[src/rtl/vga_pkg.sv]
// Shared VGA timing constants, image geometry and renderer types for the
// 640x480@60 display path.
package vga_pkg;

  localparam int H_ACTIVE     = 640;
  localparam int H_SYNC_START = 656;
  localparam int H_SYNC_END   = 752;
  localparam int H_TOTAL      = 800;
  localparam int V_ACTIVE     = 480;
  localparam int V_SYNC_START = 490;
  localparam int V_SYNC_END   = 492;
  localparam int V_TOTAL      = 525;

  localparam int IMG_W = 256;
  localparam int IMG_H = 256;

  typedef logic [23:0] rgb24_t;

  typedef enum logic {
    WAIT_FRAME = 1'b0,
    RUN        = 1'b1
  } render_state_t;

endpackage

[src/rtl/sync_delay.sv]
// Fixed-depth shift register used to keep sync and video_on aligned with the
// colour pipeline.
module sync_delay #(
  parameter int               DEPTH   = 3,
  parameter int               WIDTH   = 1,
  parameter logic [WIDTH-1:0] RST_VAL = '0
) (
  input  logic             clk_25Mhz,
  input  logic             rst,
  input  logic [WIDTH-1:0] din,
  output logic [WIDTH-1:0] dout
);

  logic [WIDTH-1:0] taps [DEPTH];

  always_ff @(posedge clk_25Mhz or posedge rst) begin
    if (rst) begin
      for (int i = 0; i < DEPTH; i++) taps[i] <= RST_VAL;
    end else begin
      taps[0] <= din;
      for (int i = 1; i < DEPTH; i++) taps[i] <= taps[i-1];
    end
  end

  assign dout = taps[DEPTH-1];

endmodule

[src/rtl/pixel_renderer.sv]
// Maps the VGA scan position onto a 256x256 RGB332 double-buffered framebuffer.
// Define PIXEL_RENDERER_BORDER_EN to draw a one-pixel ring around the image.
module pixel_renderer
  import vga_pkg::*;
#(
  parameter int     X0           = 192,
  parameter int     Y0           = 112,
  parameter rgb24_t BG_COLOR     = 24'h000000,
  parameter rgb24_t BORDER_COLOR = 24'hFFFFFF
) (
  input  logic        clk_25Mhz,
  input  logic        rst,
  input  logic [9:0]  pixel_x,
  input  logic [9:0]  pixel_y,
  input  logic        video_on,
  input  logic        h_sync,
  input  logic        v_sync,
  output logic [16:0] mem_addr,
  input  logic [7:0]  mem_rdata,
  input  logic        swap_req,
  output logic        swap_ack,
  output logic        front_buf,
  output logic        frame_start,
  output logic [7:0]  vga_r,
  output logic [7:0]  vga_g,
  output logic [7:0]  vga_b,
  output logic        vga_hs_n,
  output logic        vga_vs_n,
  output logic        vga_blank_n
);

  localparam logic [10:0] X_LO  = 11'(X0);
  localparam logic [10:0] X_HI  = 11'(X0 + IMG_W);
  localparam logic [10:0] Y_LO  = 11'(Y0);
  localparam logic [10:0] Y_HI  = 11'(Y0 + IMG_H);
  localparam logic [7:0]  X_OFF = 8'(X0);
  localparam logic [7:0]  Y_OFF = 8'(Y0);

  function automatic rgb24_t expand_rgb332(input logic [7:0] p);
    return {p[7:5], p[7:5], p[7:6], p[4:2], p[4:2], p[4:3], {4{p[1:0]}}};
  endfunction

  render_state_t state_q, state_d;
  logic          vs_q, frame_edge;
  logic          front_buf_d, swap_ack_d, frame_start_d;

  // Frame boundary is a v_sync rise; the buffer only flips here so a frame is never split.
  assign frame_edge = v_sync & ~vs_q;

  always_ff @(posedge clk_25Mhz or posedge rst) begin
    if (rst) begin
      state_q     <= WAIT_FRAME;
      vs_q        <= 1'b0;
      front_buf   <= 1'b0;
      swap_ack    <= 1'b0;
      frame_start <= 1'b0;
    end else begin
      state_q     <= state_d;
      vs_q        <= v_sync;
      front_buf   <= front_buf_d;
      swap_ack    <= swap_ack_d;
      frame_start <= frame_start_d;
    end
  end

  always_comb begin
    state_d       = state_q;
    front_buf_d   = front_buf;
    swap_ack_d    = 1'b0;
    frame_start_d = 1'b0;
    case (state_q)
      WAIT_FRAME: if (frame_edge) state_d = RUN;
      RUN:        state_d = RUN;
      default:    state_d = WAIT_FRAME;
    endcase
    if (frame_edge) begin
      frame_start_d = 1'b1;
      if (swap_req) begin
        front_buf_d = ~front_buf;
        swap_ack_d  = 1'b1;
      end
    end
  end

  logic [10:0] px_w, py_w;
  logic        in_image_c;
  logic [7:0]  dx, dy;

  assign px_w       = {1'b0, pixel_x};
  assign py_w       = {1'b0, pixel_y};
  assign in_image_c = (px_w >= X_LO) && (px_w < X_HI) && (py_w >= Y_LO) && (py_w < Y_HI);
  assign dx         = pixel_x[7:0] - X_OFF;
  assign dy         = pixel_y[7:0] - Y_OFF;

  logic in_image_p0, in_image_p1;

  // Stage 1: framebuffer address (held outside the image) and classification
  always_ff @(posedge clk_25Mhz or posedge rst) begin
    if (rst) begin
      mem_addr    <= '0;
      in_image_p0 <= 1'b0;
    end else begin
      in_image_p0 <= in_image_c;
      if (in_image_c) mem_addr <= {front_buf, dy, dx};
    end
  end

  // Stage 2: RAM read in flight
  always_ff @(posedge clk_25Mhz or posedge rst) begin
    if (rst) in_image_p1 <= 1'b0;
    else     in_image_p1 <= in_image_p0;
  end

`ifdef PIXEL_RENDERER_BORDER_EN
  localparam logic [11:0] XB_LO = 12'(X0);
  localparam logic [11:0] XB_HI = 12'(X0 + IMG_W);
  localparam logic [11:0] YB_LO = 12'(Y0);
  localparam logic [11:0] YB_HI = 12'(Y0 + IMG_H);

  logic [11:0] px_b, py_b;
  logic        on_col, on_row, col_span, row_span, ring_c;
  logic        border_p0, border_p1;

  // Compared as x+1 against X0 so the ring still works when X0 or Y0 is zero.
  assign px_b     = {2'b00, pixel_x};
  assign py_b     = {2'b00, pixel_y};
  assign on_col   = (px_b + 12'd1 == XB_LO) || (px_b == XB_HI);
  assign on_row   = (py_b + 12'd1 == YB_LO) || (py_b == YB_HI);
  assign col_span = (px_b + 12'd1 >= XB_LO) && (px_b <= XB_HI);
  assign row_span = (py_b + 12'd1 >= YB_LO) && (py_b <= YB_HI);
  assign ring_c   = (on_col && row_span) || (on_row && col_span);

  always_ff @(posedge clk_25Mhz or posedge rst) begin
    if (rst) begin
      border_p0 <= 1'b0;
      border_p1 <= 1'b0;
    end else begin
      border_p0 <= ring_c;
      border_p1 <= border_p0;
    end
  end
`endif

  logic hs_p1, vs_p1, vld_p1;
  logic hs_p2, vs_p2, vld_p2;

  sync_delay #(.DEPTH(2), .WIDTH(3), .RST_VAL(3'b000)) u_dly_early (
    .clk_25Mhz (clk_25Mhz),
    .rst       (rst),
    .din       ({h_sync, v_sync, video_on}),
    .dout      ({hs_p1, vs_p1, vld_p1})
  );

  sync_delay #(.DEPTH(1), .WIDTH(3), .RST_VAL(3'b000)) u_dly_late (
    .clk_25Mhz (clk_25Mhz),
    .rst       (rst),
    .din       ({hs_p1, vs_p1, vld_p1}),
    .dout      ({hs_p2, vs_p2, vld_p2})
  );

  rgb24_t rgb_p2;

  // Stage 3: colour select
  always_ff @(posedge clk_25Mhz or posedge rst) begin
    if (rst) begin
      rgb_p2 <= '0;
    end else if (!vld_p1 || state_q == WAIT_FRAME) begin
      rgb_p2 <= '0;
    end else if (in_image_p1) begin
      rgb_p2 <= expand_rgb332(mem_rdata);
`ifdef PIXEL_RENDERER_BORDER_EN
    end else if (border_p1) begin
      rgb_p2 <= BORDER_COLOR;
`endif
    end else begin
      rgb_p2 <= BG_COLOR;
    end
  end

  assign vga_r       = rgb_p2[23:16];
  assign vga_g       = rgb_p2[15:8];
  assign vga_b       = rgb_p2[7:0];
  assign vga_hs_n    = ~hs_p2;
  assign vga_vs_n    = ~vs_p2;
  assign vga_blank_n = vld_p2;

endmodule

[config.mk]
export PLATFORM = sky130hd
export DESIGN_NAME = pixel_renderer
export DESIGN_NICKNAME = d
export VERILOG_FILES = /design/src/rtl/vga_pkg.sv /design/src/rtl/sync_delay.sv /design/src/rtl/pixel_renderer.sv
export SDC_FILE = /design/constraint.sdc
export NUM_CORES = 1
export LEC_CHECK = 0
export BUFFER_PORTS_ARGS = -buffer_cell sky130_fd_sc_hd__buf_2
export CORE_ASPECT_RATIO = 1.1
export CORE_UTILIZATION = 44
export DETAILED_ROUTE_END_ITERATION = 10
export PLACE_DENSITY = 0.83
export SYNTH_ARGS = -nofsm -noshare
export SYNTH_HDL_FRONTEND = slang
export SYNTH_SLANG_ARGS = --single-unit
[constraint.sdc]
create_clock -name clk_25Mhz -period 1.5 [get_ports clk_25Mhz]
set_clock_uncertainty 0.2 [all_clocks]
set_input_delay 0.225 -clock clk_25Mhz [delete_from_list [all_inputs] [get_ports clk_25Mhz]]
set_output_delay 0.225 -clock clk_25Mhz [all_outputs]
set_load 0.02 [all_outputs]
# After elaboration in Yosys (flattened, before gate mapping)
# Cells that the tools add are included.
[word_totals] reg_bits=57 latchBits=0 ramBits=0 romBits=0 inputBits=34 out_inout_bits=47 elab_cells=36 n_memories=0
[classes] n_addsub=2 mul=0 div=0 magnitude_cmp=4 eq_ne=0 n_shift=0 muxes=6 bitwise_logic=6 reduce_logical=6
[op_table] cell="$mux 24" n=2
[op_table] cell="$lt 10x9->1 const B" n=2
[op_table] cell="$ge 10x7->1 const B" n=1
[op_table] cell="$ge 10x8->1 const B" n=1
[op_table] cell="$sub 8x7->8 const B" n=1
[op_table] cell="$sub 8x8->8 const B" n=1
[op_table] cell="$not 1->1" n=5
[op_table] cell="$logic_and 1x1->1" n=3
[op_table] cell="$mux 1" n=3
[op_table] cell="$pmux 1 s2" n=1
[op_table] cell="$reduce_and 2->1" n=1
[op_table] cell="$and 1x1->1" n=1
[op_table] cell="$logic_not 1->1" n=1
[op_table] cell="$logic_or 1x1->1" n=1

# Depth between registers and ports, before layout
# Gate-level depths: netlist (run 1).
[logic_depth] word_depth=4 ltp_mapped=7 mapped_depth_nobuf=5

# Modules after synthesis
# A second synthesis (run 1) with hierarchy kept.
[unflattened] hier_cells=109 area_unflattened_um2=1606.5
[by_module_without_submodules] mod="pixel_renderer" instances=1 cells_per_inst=95 area_per_inst_um2=1351.3 seq_area_each_um2=800.8
[by_module_without_submodules] mod="sync_delay (u_dly_early)" instances=1 cells_per_inst=10 area_per_inst_um2=176.4 seq_area_each_um2=150.1
[by_module_without_submodules] mod="sync_delay (u_dly_late)" instances=1 cells_per_inst=4 area_per_inst_um2=78.8 seq_area_each_um2=75.1

# Worst setup path before layout (run 1)
# No wires, ideal clock.
[synth_path] path_kind="input to register" startpoint="in pixel_y[4]" endpoint="reg mem_addr[0]" setup_time_ns=0.125 t_arrival_ns=1.628 required_time_ns=1.175 setup_slack_ns=-0.453 path_stages=7 path_buffers=2 cell_sequence="ha_1 -> a21oi_1 -> xor2_1 -> or4_1 -> buf_6 -> buf_12 -> mux2_4"
[synth_via] elab_chain_cells=3 elab_cells_between_ends=4 cone_classes="order compare: 2; reduce/logical: 2"
[synth_lines] element="start: declaration" line="pixel_renderer.sv:14" source="input logic [9:0] pixel_y,"
[synth_lines] element="$ge 10x7->1" line="pixel_renderer.sv:91" source="assign in_image_c = (px_w >= X_LO) && (px_w < X_HI) && (py_w >= Y_LO) && (py_w < Y_HI);"
[synth_lines] element="$logic_and 1x1->1" line="pixel_renderer.sv:91"
[synth_lines] element="$logic_and 1x1->1 *" line="pixel_renderer.sv:91"
[synth_lines] element="end signal: assignment" line="pixel_renderer.sv:104" source="if (in_image_c) mem_addr <= {front_buf, dy, dx};"
[synth_lines] element="end: declaration" line="pixel_renderer.sv:18" source="output logic [16:0] mem_addr,"
# Mark *: on every way between the ends. The rest lies on a longest branch, timed or not.
# A chain may end at the register's enable or synchronous reset.

# Worst setup path after layout (run 1)
[layout_path] startpoint="in pixel_y[4]" endpoint="reg mem_addr[13]"
[layout_via] elab_chain_cells=3 elab_cells_between_ends=5 cone_classes="add/sub: 1; order compare: 2; reduce/logical: 2"
[layout_lines] element="$ge 10x7->1" line="pixel_renderer.sv:91"
[layout_lines] element="$logic_and 1x1->1 (2 in series)" line="pixel_renderer.sv:91"
# Several ways; a longest one is shown, not always the timed one.

==> impl_metrics.tcl, run 1 <==
set metrics [dict create \
    outcome "complete, but fails checks" \
    ys_ff_latch 40 \
    ant_nets 0 \
    worst_pin_slew_ns 0.354 \
    clkSlewWorstSetupHoldPaths_ns 0.12 \
    final-instance-count-excl-fill 255 \
    powerDensity_mw_per_mm2 1240 \
    fin_crit_ns 1.57 \
    max_slew_margin_pct 76.4 \
    nets 242 \
    cts_tree "yes" \
    synth_top_area_cell "dfrtp_1" \
    rsz0062_at_grt "yes" \
    clk_latency_ns 0.34 \
    swShare_pct 30.6 \
    worst_ep_required_time_ns 1.53 \
    end_kind "flip-flop" \
    p_leak_nw 1.30 \
    hold_class "in2reg" \
    ios 81 \
    cts-root-buf "clkbuf_4" \
    diodes 0 \
    syn_to_final_growth_pct 51.5 \
    crit_fanout 8 \
    final_common_cell "buf_2" \
    cts.sinks 40 \
    drt-vias-per-instance 4.35 \
    antenna_found_initial 0 \
    grt_overflow_total 0 \
    grt_pass1_wl_um 5190 \
    holdWs_ns 0.0382 \
    gp_congestion 0.681 \
    netlist_area_mm2 0.00155 \
    synth.avg_cell_area_um2 15.1 \
    violations "negative setup slack" \
    initial_core_util_pct 46.2 \
    grt_pass1_vias 1138 \
    first_pass_iters 2 \
    p_clk_share_pct 24.2 \
    ir_drop_mv 0.800 \
    synth_top_area_share_pct 64.5 \
    rows 22 \
    dp_hpwl_um 2100 \
    wl_um 3240 \
    fin_crit_sh_pct 105 \
    finalHoldViolCount 0 \
    pwr-share-comb_pct 28.4 \
    cts_buffer_depth 2 \
    h-tree-depth 2 \
    io_buffers 80 \
    yosysSeqAreaShare_pct 64.5 \
    cap_violations 0 \
    p_int_w 0.00202 \
    synth_cells 103 \
    p_sw_w 0.000891 \
    fp.dieH_um 64.3 \
    worst_slack_ns -0.0681 \
    dieArea_mm2 0.00377 \
    placed_cells 221 \
    synth_warnings 0 \
    die_w_um 58.6 \
    pwr-share-seq_pct 47.4 \
    cts_buffers 5 \
    arrival_ns 1.60 \
    drive_above_1_share_pct 57.0 \
    via_count 1110 \
    synthDistinctLibCells 18 \
    slew_viol_final 0 \
    setup_viol 16 \
    wl_per_cell_um 12.7 \
    drtIter0Drc 44 \
    layout_common_cells "buf_2 (76), dfrtp_1 (40), dlygate4sd3_1 (25)" \
    cp-start-kind "input port" \
    track_usage_pct 19.2 \
    synth_area_leaders "dfrtp_1 (65%), buf_4 (7.7%), mux2_4 (6.8%)" \
    fmax_mhz 638 \
    core_mm2 0.00336 \
    grt_max_degree 30 \
    path_class "in2reg" \
    syn_nets 139 \
    drc 0 \
]
==> final timing paths <==
kind,cells past startpoint,start,end,slack (ns)
max,7,pixel_y[4],mem_addr[13],-0.07
min,3,pixel_y[5],mem_addr[13],0.04
max reg2reg,3,u_dly_early.taps[4],front_buf,0.30
min reg2reg,0,u_dly_early.taps[3],u_dly_early.dout[0],0.16
max in group asynchronous,4,rst,mem_addr[4],0.52
min in group asynchronous,4,rst,mem_addr[1],0.23
==> synth_stat cells <==
master and n:
a21oi_1 1, and2_1 9, and3_1 1, buf_12 1
buf_4 16, buf_6 1, dfrtp_1 40, ha_1 2
inv_1 6, mux2_2 8, mux2_4 7, mux2i_1 2
nand3_1 1, nor2b_1 1, or2_2 1, or4_1 1
xnor2_1 1, xor2_1 4
==> cell type report <==
class                           instances  area [um2]
Sequential cell                        40        1000
Clock buffer                            5        37.5
Multi-Input combinational cell         39         424
Fill cell                             260        1010
Clock inverter                          3        46.3
Tap cell                               48        60.1
Inverter                                6        22.5
Timing Repair Buffer                  114         758
==> per-layer routing <==
layer  wire (um)  share of wire [%]  GRT usage, %  up-vias
met5           0                  0             0        -
met4          64                2.0          8.63        0
met3         271                8.4          6.07        9
met2        1700                 52          33.5       67
met1        1210                 37          20.9      514
li1            -                  -             -      520
==> what timing repair did <==
action	in CTS	in global routing
hold buffers	25	0
hold endpoints to repair	66	0
setup endpoints to repair	16	16
resized for setup	12	2
pin swaps	2	0
buffers inserted	0	1
==> cells by family after synthesis <==
kind of cell	share of synthesized area, %
flops	64.5
compound gates	0.322
fa+ha+maj	1.61
simple gates	5.65
xor+xnor	2.82
buf+inv	11.2
mux	13.9
==> state kept, by name (all words and copies together) (netlist names) <==
name              count
u_dly_late.dout       3
u_dly_early.taps      3
state_q               1
swap_ack              1
front_buf             1
u_dly_early.dout      3
in_image_p1           1
in_image_p0           1
frame_start           1
mem_addr             17
rgb_p2                8
==> power by group through the flow <==
stage / combinational (W) / clock (W) / sequential [W]
after floorplan: 0.000254 / 0 / 0.00160
after global placement: 0.000736 / 0 / 0.00138
after detailed placement: 0.000758 / 0 / 0.00139
after CTS: 0.000821 / 0.000740 / 0.00137
after global routing: 0.000885 / 0.000776 / 0.00140
final: 0.000827 / 0.000704 / 0.00138
==> critical path: stages <==
cell	delay, ns
buf_8	0.10
ha_4	0.16
a21oi_4	0.12
xor2_1	0.07
or4_4	0.44
buf_8	0.17
mux2_4	0.30
==> through the flow <==
| step | total power [W] | cell area (um2) | setup TNS [ns] | util (%) | setup slack [ns] |
|---|---|---|---|---|---|
| global route | 0.00306 | 2350 | -0.724 | 70.0 | -0.0644 |
| floorplan | 0.00186 | 1580 | -4.45 | - | -0.358 |
| finish | 0.00291 | 2350 | -0.702 | 70.0 | -0.0681 |
| detailed placement | 0.00215 | 1950 | -7.71 | 58.0 | -0.480 |
| CTS | 0.00293 | 2330 | -0.172 | 69.4 | -0.0349 |
| global placement | 0.00211 | 1950 | -6.98 | 58.0 | -0.421 |
Note: power is estimated with default switching activity, not from simulation.
==> inputs of run 2 (changes only) <==
CORE_ASPECT_RATIO = 1.4   (was 1.1)
==> run 2 against run 1 <==
  * The run still ends with negative setup slack left
  * Sequential power barely moved
  * Critical path type unchanged
  * Die area barely moved
  * Setup slack got worse by 0.055 ns
  * Power fell by 0.33%
  * Maximum frequency fell by 3.4%
==> impl_metrics.tcl, run 2 (synthesis gave the netlist of run 1 again) <==
set metrics [dict create \
    diodes 0 \
    syn_to_final_growth_pct 48.5 \
    cap_violations 0 \
    n_fill_cell 249 \
    track_usage_pct 17.2 \
    worst_slack_ns -0.123 \
    clkSlewWorstSetupHoldPaths_ns 0.07 \
    p_leak_nw 1.28 \
    grt_use_met2_pct 31.6 \
    worst_pin_slew_ns 0.211 \
    io_buffers 80 \
    placed_cells 212 \
    wl_per_cell_um 12.2 \
    nets 239 \
    multiInputGateArea_um2 413 \
    min_from "swap_req" \
    place_area_mm2 0.00194 \
    finalSetupTns_ns -1.55 \
    r2r_start "u_dly_early.taps[4]" \
    arrival_ns 1.58 \
    via_count 1111 \
    grt_util_met3_pct 5.03 \
    wl_um 2970 \
    drive_above_1_share_pct 55.9 \
    met1_usage_pct 18.1 \
    antenna_found_initial 0 \
    path_class "in2reg" \
    top_usage_layer "met2" \
    ant_nets 0 \
    max_flop_register "mem_addr" \
    hold_class "in2reg" \
    gp_congestion 0.707 \
    cts_buffer_depth 2 \
    fin_crit_sh_pct 108 \
    drtIter0Drc 4 \
    regArea_mm2 0.00100 \
    r2r_cells 3 \
    initial_core_util_pct 45.9 \
    outcome "complete, but fails checks" \
    cp-start-kind "input port" \
    hold_path_depth 2 \
    first_pass_iters 2 \
    fin_crit_ns 1.62 \
    dieArea_mm2 0.00377 \
    grt_max_degree 41 \
    r2r_end "front_buf" \
    top_regs "mem_addr: 17 flops, rgb_p2: 8 flops" \
    crit_fanout 9 \
    reg2reg_slack_ns 0.36 \
    worstHoldEndpoint "swap_ack" \
    drc 0 \
    violations "negative setup slack" \
    fmax_mhz 616 \
    cts_tree "yes" \
    grt_overflow_total 0 \
    clk_latency_ns 0.27 \
    core_mm2 0.00338 \
    h-tree-depth 2 \
    layout_common_cells "buf_2 (78), dfrtp_1 (40), dlygate4sd3_1 (23)" \
    grt_pass1_wl_um 4800 \
    worst_ep_required_time_ns 1.46 \
    postLayoutCellArea_mm2 0.00230 \
    rows 25 \
    fp.dieH_um 72.3 \
    rsz0062_at_grt "yes" \
    grt_pass1_vias 1178 \
    final_common_cell "buf_2" \
    setup_viol 17 \
    end_kind "flip-flop" \
    ios 81 \
    finalHoldViolCount 0 \
    powerDensity_mw_per_mm2 1260 \
    slew_viol_final 0 \
    cts_buffers 5 \
    cts.sinks 40 \
    drt-vias-per-instance 4.55 \
    die_w_um 52.2 \
    largest_register_ffs 17 \
    critPathLaunch "pixel_y[4]" \
    final-instance-count-excl-fill 244 \
    max_slew_margin_pct 85.9 \
    cts-root-buf "clkbuf_8" \
    ir_drop_mv 0.859 \
    dp_hpwl_um 2180 \
]
-- run 2: cell types whose count changed in the layout (fill, tap and decap cells not counted), moves of 2 or more --
cell           previous run  this run
buf_4                     7         4
dlygate4sd3_1            25        23
clkbuf_8                  0         6
clkbuf_4                  5         0
clkbuf_1                  0         2
buf_8                     2         0
buf_2                    76        78
-- run 2: cell type report --
class	instances	share of cell area, %
inverter	6	0.978
timing repair buffer	111	31.6
sequential	40	43.5
clock buffer	8	3.91
multi-input combinational	39	17.9
tap	40	2.17
-- run 2: worst max path at each step --
stage                              end  slack, ns
after global placement     mem_addr[0]      -0.43
after floorplan            mem_addr[0]      -0.36
after global routing      mem_addr[14]      -0.15
after CTS                  mem_addr[1]      -0.13
final                     mem_addr[15]      -0.12
after detailed placement  mem_addr[15]      -0.50
-- run 2: per-stage QoR --
step                      utilization [%]  hold slack, ns  total power, W  worst slack [ns]
after floorplan                         -          0.0564         0.00186            -0.358
after global placement               57.6          0.0810         0.00212            -0.427
after detailed placement             57.6          0.0936         0.00217            -0.496
after CTS                            68.2         0.00903         0.00293            -0.129
after global routing                 68.2          0.0225         0.00306            -0.147
final                                68.2          0.0204         0.00290            -0.123
-- run 2: where the power goes --
| part | leakage, nW | internal, W | switching [W] |
|---|---|---|---|
| Combinational | 0.746 | 0.000390 | 0.000433 |
| Sequential | 0.493 | 0.00127 | 0.000109 |
| Clock | 0.0455 | 0.000375 | 0.000323 |
| Total | 1.28 | 0.00203 | 0.000866 |
-- run 2: timing repair --
action | CTS | global route
hold buffers | 23 | 0
setup buffers | 1 | 0
hold endpoints to repair | 62 | 0
endpoints found under the setup margin | 17 | 17
resized for setup | 8 | 0
-- run 2: worst max-delay path: stages --
cell and delay [ns]:
buf_6 0.10, ha_4 0.16, a21oi_2 0.13, xor2_1 0.07, or4_4 0.43, buf_6 0.17
mux2_4 0.30
-- run 2: routing by layer --
layer | up-vias | part of all wire (%)
met5 | - | 0
met4 | 0 | 2.1
met3 | 7 | 7.3
met2 | 67 | 55
met1 | 526 | 36
li1 | 511 | -
==> inputs of run 3 (changes only) <==
CELL_PAD_IN_SITES_DETAIL_PLACEMENT = 1   (was not set)
CELL_PAD_IN_SITES_GLOBAL_PLACEMENT = 1   (was not set)
CORE_UTILIZATION = 34   (was 44)
==> run 3 against run 2 <==
  * The run still ends with negative setup slack left
  * Die area rose by 28%
  * Sequential cell count is the same
  * Critical path depth unchanged
==> impl_metrics.tcl, run 3 (synthesis gave the netlist of run 1 again) <==
set metrics [dict create \
    drtIter0Drc 5 \
    hold_path_depth 3 \
    cts-root-buf "clkbuf_8" \
    worst_ep_required_time_ns 1.48 \
    pwr-share-seq_pct 44.3 \
    cap_violations 0 \
    min_from "pixel_y[4]" \
    core_mm2 0.00431 \
    gp_congestion 0.725 \
    ios 81 \
    swShare_pct 30.1 \
    hold_class "in2reg" \
    end_kind "flip-flop" \
    cts_tree "yes" \
    p_sw_w 0.000933 \
    cp_num_buf_inv 2 \
    p_int_w 0.00216 \
    rsz0062_at_grt "yes" \
    r2r_end "front_buf" \
    cp_common_cell "buf_8" \
    p_leak_nw 1.30 \
    outcome "complete, but fails checks" \
    setup_viol 16 \
    dieArea_mm2 0.00484 \
    path_class "in2reg" \
    h-tree-depth 2 \
    cp-start-kind "input port" \
    ant_nets 0 \
    finalHoldViolCount 0 \
    pwr-share-comb_pct 26.9 \
    drt-vias-per-instance 4.25 \
    grt_pass1_wl_um 5460 \
    top_regs "mem_addr: 17 flops, rgb_p2: 8 flops" \
    dp_hpwl_um 2420 \
    largest_register_ffs 17 \
    drive_above_1_share_pct 58.0 \
    crit_chain "buf_8 -> ha_4 -> a21oi_2 -> xor2_1 -> or4_4 -> buf_8 -> mux2_4" \
    powerDensity_mw_per_mm2 1300 \
    fin_crit_ns 1.63 \
    slowest_stage "or4_4" \
    first_pass_iters 4 \
    wl_per_cell_um 13.6 \
    cts_buffer_depth 2 \
    p_clk_share_pct 28.8 \
    grt_max_degree 41 \
    track_usage_pct 15.7 \
    via_count 1125 \
    layout_common_cells "buf_2 (76), dfrtp_1 (40), dlygate4sd3_1 (23)" \
    rows 28 \
    max_slew_margin_pct 85.4 \
    syn_to_final_growth_pct 53.6 \
    fin_crit_sh_pct 109 \
    grt_overflow_total 0 \
    worst_pin_slew_ns 0.219 \
    crit_fanout 8 \
    fp.dieH_um 81.9 \
    grt_pass1_vias 1200 \
    final_common_cell "buf_2" \
    max_flop_register "mem_addr" \
    antenna_found_initial 0 \
    nets 240 \
    r2r_cells 3 \
    slew_viol_final 0 \
    initial_core_util_pct 36.0 \
    cp_top_family "simple AND/OR/NAND/NOR gates" \
    diodes 0 \
    ir_drop_mv 0.758 \
    holdWs_ns 0.0156 \
    clk_latency_ns 0.29 \
    clkSlewWorstSetupHoldPaths_ns 0.09 \
    p_total_w 0.00310 \
    die_w_um 59.1 \
    worstHoldEndpoint "mem_addr[12]" \
    cts.sinks 40 \
    io_buffers 80 \
    drc 0 \
    arrival_ns 1.61 \
    slowest_delay_ns 0.44 \
    reg2reg_slack_ns 0.31 \
    wl_um 3600 \
    violations "negative setup slack" \
    r2r_start "u_dly_early.taps[4]" \
    fmax_mhz 612 \
    worst_slack_ns -0.133 \
    cts_buffers 5 \
]
## run 3: cell types whose count changed in the layout (fill, tap and decap cells not counted), sizes merged
cell,before,now
buf,88,89
clkinvlp,0,1
bufinv,0,1
clkbuf,8,5
clkinv,0,1
## run 3: worst max path at each step
stage / start / to / slack, ns / cells after the start
global placement: pixel_y[4] / mem_addr[3] / -0.44 / 7
detailed placement: pixel_y[4] / mem_addr[3] / -0.50 / 7
CTS: pixel_y[4] / mem_addr[3] / -0.09 / 7
global route: pixel_y[4] / mem_addr[3] / -0.14 / 7
floorplan: pixel_y[4] / mem_addr[0] / -0.36 / 7
finish: pixel_y[4] / mem_addr[3] / -0.13 / 7
## run 3: layer usage
layer / GRT usage (%) / share of wire (%)
met5: 0 / 0
met4: 4.29 / 0.89
met3: 4.88 / 8.9
met2: 31.6 / 56
met1: 14.7 / 34
## run 3: power groups by stage
stage | logic [W] | clock network (W) | registers (W)
global placement | 0.000745 | 0 | 0.00138
CTS | 0.000831 | 0.000928 | 0.00137
floorplan | 0.000254 | 0 | 0.00160
detailed placement | 0.000765 | 0 | 0.00139
finish | 0.000832 | 0.000891 | 0.00137
global route | 0.000892 | 0.000972 | 0.00140
## run 3: per-stage QoR
step / std cells / setup slack [ns] / setup TNS (ns) / area (um2) / utilization [%]
6_report: 265 / -0.133 / -1.78 / 2380 / 55.3
5_1_grt: 265 / -0.136 / -1.92 / 2380 / 55.3
4_1_cts: 264 / -0.0934 / -1.14 / 2370 / 55.1
3_5_place_dp: 231 / -0.496 / -8.19 / 1960 / 45.5
3_3_place_gp: 231 / -0.436 / -7.25 / 1960 / 45.5
2_1_floorplan: 103 / -0.358 / -4.45 / 1580 / -
## run 3: what timing repair did
action                     CTS  global route
resized for setup           12             1
pin swaps                    2             0
hold buffers                23             0
setup endpoints to repair   17            17
setup buffers                2             1
hold endpoints to repair    62             0
## run 3: worst min-delay path: cells and delay by family
family | cells | cell delay [ns]
multiplexers | 1 | 0.06
buffers and inverters | 2 | 0.18
## run 3: area by class of cell
type / instances / area [um2]
fill: 461 / 1930
sequential: 40 / 1000
timing repair buffer: 112 / 751
multi-input combinational: 39 / 419
tap: 60 / 75.1
clock buffer: 5 / 68.8
clock inverter: 3 / 46.3
inverter: 6 / 22.5
